--- src/rtl/rvx_apb_initiator.sv ---
// Single-outstanding APB initiator: request/response handshakes in, APB master out.
// Optional ACCESS-phase timeout is built only when RVX_APB_INITIATOR_TIMEOUT_EN is defined.
module rvx_apb_initiator #(
  parameter int BW_ADDR        = 12,
  parameter int BW_DATA        = 32,
  parameter int TIMEOUT_CYCLES = 256
) (
  input  logic               clk,
  input  logic               rstnn,
  input  logic               req_valid,
  output logic               req_ready,
  input  logic               req_write,
  input  logic [BW_ADDR-1:0] req_addr,
  input  logic [BW_DATA-1:0] req_wdata,
  output logic               rsp_valid,
  input  logic               rsp_ready,
  output logic [BW_DATA-1:0] rsp_rdata,
  output logic               rsp_error,
  output logic               rsp_timeout,
  output logic               psel,
  output logic               penable,
  output logic               pwrite,
  output logic [BW_ADDR-1:0] paddr,
  output logic [BW_DATA-1:0] pwdata,
  input  logic [BW_DATA-1:0] prdata,
  input  logic               pready,
  input  logic               pslverr
);

  if (TIMEOUT_CYCLES < 1 || TIMEOUT_CYCLES > 65535) begin : g_bad_timeout_cfg
    $error("rvx_apb_initiator: TIMEOUT_CYCLES must be in 1..65535");
  end

  typedef enum logic [1:0] {
    IDLE   = 2'd0,
    SETUP  = 2'd1,
    ACCESS = 2'd2,
    RESP   = 2'd3
  } state_e;

  state_e               state_q, state_d;
  logic                 req_ready_q, req_ready_d;
  logic                 psel_q, psel_d;
  logic                 penable_q, penable_d;
  logic                 pwrite_q, pwrite_d;
  logic [BW_ADDR-1:0]   paddr_q, paddr_d;
  logic [BW_DATA-1:0]   pwdata_q, pwdata_d;
  logic                 rsp_valid_q, rsp_valid_d;
  logic [BW_DATA-1:0]   rsp_rdata_q, rsp_rdata_d;
  logic                 rsp_error_q, rsp_error_d;

`ifdef RVX_APB_INITIATOR_TIMEOUT_EN
  localparam int CNT_W = 16;
  logic [CNT_W-1:0]     cnt_q, cnt_d;
  logic                 rsp_timeout_q, rsp_timeout_d;
`endif

  always_comb begin
    state_d     = state_q;
    pwrite_d    = pwrite_q;
    paddr_d     = paddr_q;
    pwdata_d    = pwdata_q;
    rsp_rdata_d = rsp_rdata_q;
    rsp_error_d = rsp_error_q;
`ifdef RVX_APB_INITIATOR_TIMEOUT_EN
    cnt_d         = '0;
    rsp_timeout_d = rsp_timeout_q;
`endif

    unique case (state_q)
      IDLE: begin
        if (req_valid && req_ready_q) begin
          state_d  = SETUP;
          pwrite_d = req_write;
          paddr_d  = req_addr;
          pwdata_d = req_wdata;
        end
      end
      SETUP: begin
        state_d = ACCESS;
`ifdef RVX_APB_INITIATOR_TIMEOUT_EN
        cnt_d = CNT_W'(1);
`endif
      end
      ACCESS: begin
        // pready wins over an expiring timeout in the same cycle
        if (pready) begin
          state_d     = RESP;
          rsp_rdata_d = pwrite_q ? '0 : prdata;
          rsp_error_d = pslverr;
`ifdef RVX_APB_INITIATOR_TIMEOUT_EN
          rsp_timeout_d = 1'b0;
        end else if (cnt_q == CNT_W'(TIMEOUT_CYCLES)) begin
          state_d       = RESP;
          rsp_rdata_d   = '0;
          rsp_error_d   = 1'b1;
          rsp_timeout_d = 1'b1;
        end else begin
          cnt_d = cnt_q + CNT_W'(1);
`endif
        end
      end
      RESP: begin
        if (rsp_ready) begin
          state_d = IDLE;
        end
      end
      default: state_d = IDLE;
    endcase

    // Outputs are registered: decode them from the next state
    req_ready_d = (state_d == IDLE);
    psel_d      = (state_d == SETUP) || (state_d == ACCESS);
    penable_d   = (state_d == ACCESS);
    rsp_valid_d = (state_d == RESP);
  end

  always_ff @(posedge clk or negedge rstnn) begin
    if (!rstnn) begin
      state_q     <= IDLE;
      req_ready_q <= 1'b1;
      psel_q      <= 1'b0;
      penable_q   <= 1'b0;
      pwrite_q    <= 1'b0;
      paddr_q     <= '0;
      pwdata_q    <= '0;
      rsp_valid_q <= 1'b0;
      rsp_rdata_q <= '0;
      rsp_error_q <= 1'b0;
    end else begin
      state_q     <= state_d;
      req_ready_q <= req_ready_d;
      psel_q      <= psel_d;
      penable_q   <= penable_d;
      pwrite_q    <= pwrite_d;
      paddr_q     <= paddr_d;
      pwdata_q    <= pwdata_d;
      rsp_valid_q <= rsp_valid_d;
      rsp_rdata_q <= rsp_rdata_d;
      rsp_error_q <= rsp_error_d;
    end
  end

`ifdef RVX_APB_INITIATOR_TIMEOUT_EN
  always_ff @(posedge clk or negedge rstnn) begin
    if (!rstnn) begin
      cnt_q         <= '0;
      rsp_timeout_q <= 1'b0;
    end else begin
      cnt_q         <= cnt_d;
      rsp_timeout_q <= rsp_timeout_d;
    end
  end

  assign rsp_timeout = rsp_timeout_q;
`else
  assign rsp_timeout = 1'b0;
`endif

  assign req_ready = req_ready_q;
  assign psel      = psel_q;
  assign penable   = penable_q;
  assign pwrite    = pwrite_q;
  assign paddr     = paddr_q;
  assign pwdata    = pwdata_q;
  assign rsp_valid = rsp_valid_q;
  assign rsp_rdata = rsp_rdata_q;
  assign rsp_error = rsp_error_q;

endmodule

--- config.mk ---
export PLATFORM = sky130hd
export DESIGN_NAME = rvx_apb_initiator
export DESIGN_NICKNAME = d
export VERILOG_FILES = /design/src/rtl/rvx_apb_initiator.sv
export SDC_FILE = /design/constraint.sdc
export NUM_CORES = 1
export LEC_CHECK = 0
export ABC_CLOCK_PERIOD_IN_PS = 1440
export CORE_MARGIN = 5
export CORE_UTILIZATION = 37
export CTS_CLUSTER_DIAMETER = 80
export DETAILED_ROUTE_END_ITERATION = 7
export PLACE_DENSITY = 0.73
export SLEW_MARGIN = 10
export SYNTH_ARGS = -nofsm -noshare
export SYNTH_HDL_FRONTEND = slang
export SYNTH_SLANG_ARGS = --single-unit
--- constraint.sdc ---
create_clock -name clk -period 1.44 [get_ports clk]
set_clock_uncertainty 0.1 [all_clocks]
set_input_delay 0.216 -clock clk [delete_from_list [all_inputs] [get_ports clk]]
set_output_delay 0.216 -clock clk [all_outputs]
set_load 0.1 [all_outputs]
==> implementation parameters, run 1 <==
Parameter                              Value

Clocking
  CTS tree ... built
  Insertion delay of the later-clocked pin in the worst-skew pair ... 0.34 ns
  Inserted Clock Buffers ... 9
  Number of buffers between clock root and the deepest sink ... 2
  Clock transition at the registers of the reported paths ... ~0.080 ns
  Cell at the root of the clock tree ... clkbuf_8
  CTS H-tree lvls ... 3
  Total number of clock tree sinks ... 84

Placement
  Post-Place Cell Area ... approximately 6100 um^2
  Gpl congestion ... around 0.73
  # placed instances ... approximately 530
  DP HPWL ... approximately 6800 um
  Buffers added on ports ... roughly 160

Timing
  Minimum setup slack in the final design ... -0.1609 ns
  Unrepaired setup endpoints after global routing ... yes
  Final setup TNS ... -6.246 ns
  Min Clock Period, post-route ... between 1.5 and 2 ns
  Post-route fraction of the period consumed by the critical path ... 111.2%
  Total count of hold-check failures in the final report ... 0
  Max Transition Viols Final ... 0
  Total of endpoints with negative setup slack in the final report ... 50
  Peak Freq ... about 620 MHz

Die
  Die boundary width ... 106.5 um
  Area of the core region ... around 9200 um^2
  Vert. Die Dim ... 106.5 um
  Initial core utilization ... 37.65%
  Number of placed I/O pins ... 166
  Full die area ... 11340 um^2
  Count of standard-cell rows ... 35

Global routing
  Pin count of the biggest net entering global routing ... 36
  Initial antenna violation count ... 0
  First-pass GRT wire length ... about 14000 um
  Global routing usage summed across all routing layers ... between 15 and 20%
  Via count of the first global-routing pass ... 2760
  Grt total ovfl ... 0

Logic synthesis
  Cell Area, Synth ... between 3000 and 4000 um^2
  Most used standard cell by instance count after synthesis ... dfrtp_1
  Avg Synthesized Cell Area ... 13.36 um^2
  Most numerous cell types in the synthesized netlist ... dfrtp_1, nand2b_1, o21ai_0
  Warnings from Yosys ... 0
  Cell type contributing the most total cell area after synthesis ... dfrtp_1
  Cell variety after synth ... 24
  Biggest area contributors in the synthesized netlist ... dfrtp_1, mux2_4, nand2b_1, mux2_2, o21ai_0
  Share of flip-flops with an asynchronous set or reset after synthesis ... between 90% and 100%
  Number of synthesized flops with an enable pin ... 0
  Fraction of the yosys area taken by sequential cells ... 61.04%
  Register bit total from synthesis ... 84
  Share of Yosys cell area claimed by the top area cell type ... between 60% and 70%
  Synthesized instance count ... 258
  Net Count, Synth ... 344
  Leading register cell type out of synthesis ... dfrtp_1

Critical path
  Data arrival time of the critical path ... 1.73 ns
  Kind of capture point of the worst setup path ... flip-flop
  R2r startpoint ... req_ready
  Internal reg-to-reg setup slack ... -0.16 ns
  R2r worst-path depth ... 3
  Critical Path RT ... about 1.6 ns
  Crit path kind ... flip-flop to flip-flop
  Maximum fanout encountered on the critical timing path ... 22
  Startpoint kind of the worst setup timing path ... flip-flop
  Endpoint of the worst-slack reg-to-reg timing path ... paddr[6]

Layout
  Fraction of final layout cells sized beyond drive strength 1 ... 38.83%
  Layout-stage area growth over the synthesis result ... 88.13%
  Inserted Diodes ... 0
  Non-filler cells, final ... 554
  Nets ... between 500 and 600
  Final design instance area without fill ... 6482 um^2

Routing
  Violation count after the first detailed-routing iteration ... 37
  Detail-routed via count per cell ... 4.563
  Routed wire length ... 9389 um
  Number of nets still failing antenna checks after routing ... 0
  Average routed wire per standard cell ... 16.95 um
  Number of vias after detailed routing ... 2528
  First-pass detailed-route iteration total ... 4
  Detailed-route DRC error count ... 0

Status
  Outcome ... complete, but fails checks
  Failing checks ... setup timing

Run
  Max Cap Violations ... 0

Worst hold path
  Type of the most critical hold path ... primary input to async pin
per-layer routing:
metal	share of wire [%]	GRT usage, %
met5	0	0
met3	8.3	6.922
met1	40	18.97
met2	50	27.65
met4	1.4	4.201
per-stage QoR:
step	utilization [%]	setup slack [ns]	hold WS [ns]
after global routing	70.83	-0.1936	0.2560
final	70.83	-0.1609	0.2420
after floorplan	-	-0.3995	-0.1796
after CTS	70.20	-0.1703	0.2055
after global placement	66.63	-0.2082	0.04829
after detailed placement	66.63	-0.2303	0.05357
repair_timing:
| action | in CTS | in global routing |
|---|---|---|
| endpoints found under the setup margin | 56 | 63 |
| cloned | 2 | 1 |
| buffers inserted | 2 | 3 |
| pin swaps | 0 | 0 |
| hold buffers | 1 | 0 |
| gates resized for setup | 9 | 13 |
| hold endpoints to repair | 49 | 0 |
cell families after synthesis:
kind of cell / Yosys count / share of synthesized area (%)
buf+inv: 17 / 3.703
simple gates: 74 / 11.18
compound gates: 33 / 4.793
flops: 84 / 61.04
fa+ha+maj: 3 / 1.089
mux: 46 / 18.08
other cells: 1 / 0.1088
how the worst max path moves through the flow:
stage                          from  cells after the start         to
after floorplan           req_ready                      5       psel
after global placement    req_valid                      4     pwrite
after detailed placement  req_valid                      4   paddr[4]
after CTS                 req_ready                      3  paddr[11]
after global routing      req_ready                      3   paddr[6]
final                     req_ready                      3   paddr[6]
layout by cell type (no fill, tap or decap), drive strengths merged:
| cell | n |
|---|---|
| nor2 | 3 |
| mux2 | 46 |
| clkinv | 4 |
| buf | 102 |
| dfstp | 1 |
| dfrtp | 83 |
| and2b | 1 |
| nand2b | 33 |
| clkdlybuf4s50 | 81 |
| clkbuf | 11 |
| o21ai | 33 |
| nor2b | 2 |
| nand3b | 1 |
| and3 | 2 |
| bufinv | 2 |
| ha | 3 |
| nand2 | 32 |
| inv | 1 |
| conb | 1 |
| dlygate4sd3 | 1 |
critical path, cell delays in order, from the launching register on:
cell and delay [ns]:
dfstp_4 0.62, and3_4 0.22, buf_12 0.19, mux2_2 0.35
registers in the layout (all words and copies together), names as in the netlist:
register and cells:
rsp_error 1, pwrite 1, penable 1, state_q 2, pwdata 32, req_ready 1
psel 1, paddr 12, rsp_valid 1, rsp_rdata 32
area by class of cell:
type	count	area, um^2
Timing Repair Buffer	185	2755
Clock buffer	10	137.6
Sequential cell	84	2111
Tap cell	111	138.9
Clock inverter	6	87.58
Inverter	1	3.754
Multi-Input combinational cell	157	1249
Fill cell	601	2670
Power of run 1 is not shown: default switching activity piles up to over one toggle a cycle in this logic, so the estimate is an artifact.
==> inputs of run 2 (changes only) <==
- CTS_CLUSTER_SIZE: default -> 25
==> results of run 2 <==
Same layout as run 1: the final DEF is identical, and so are final timing and power.
Power of run 2 is left out for the same reason.
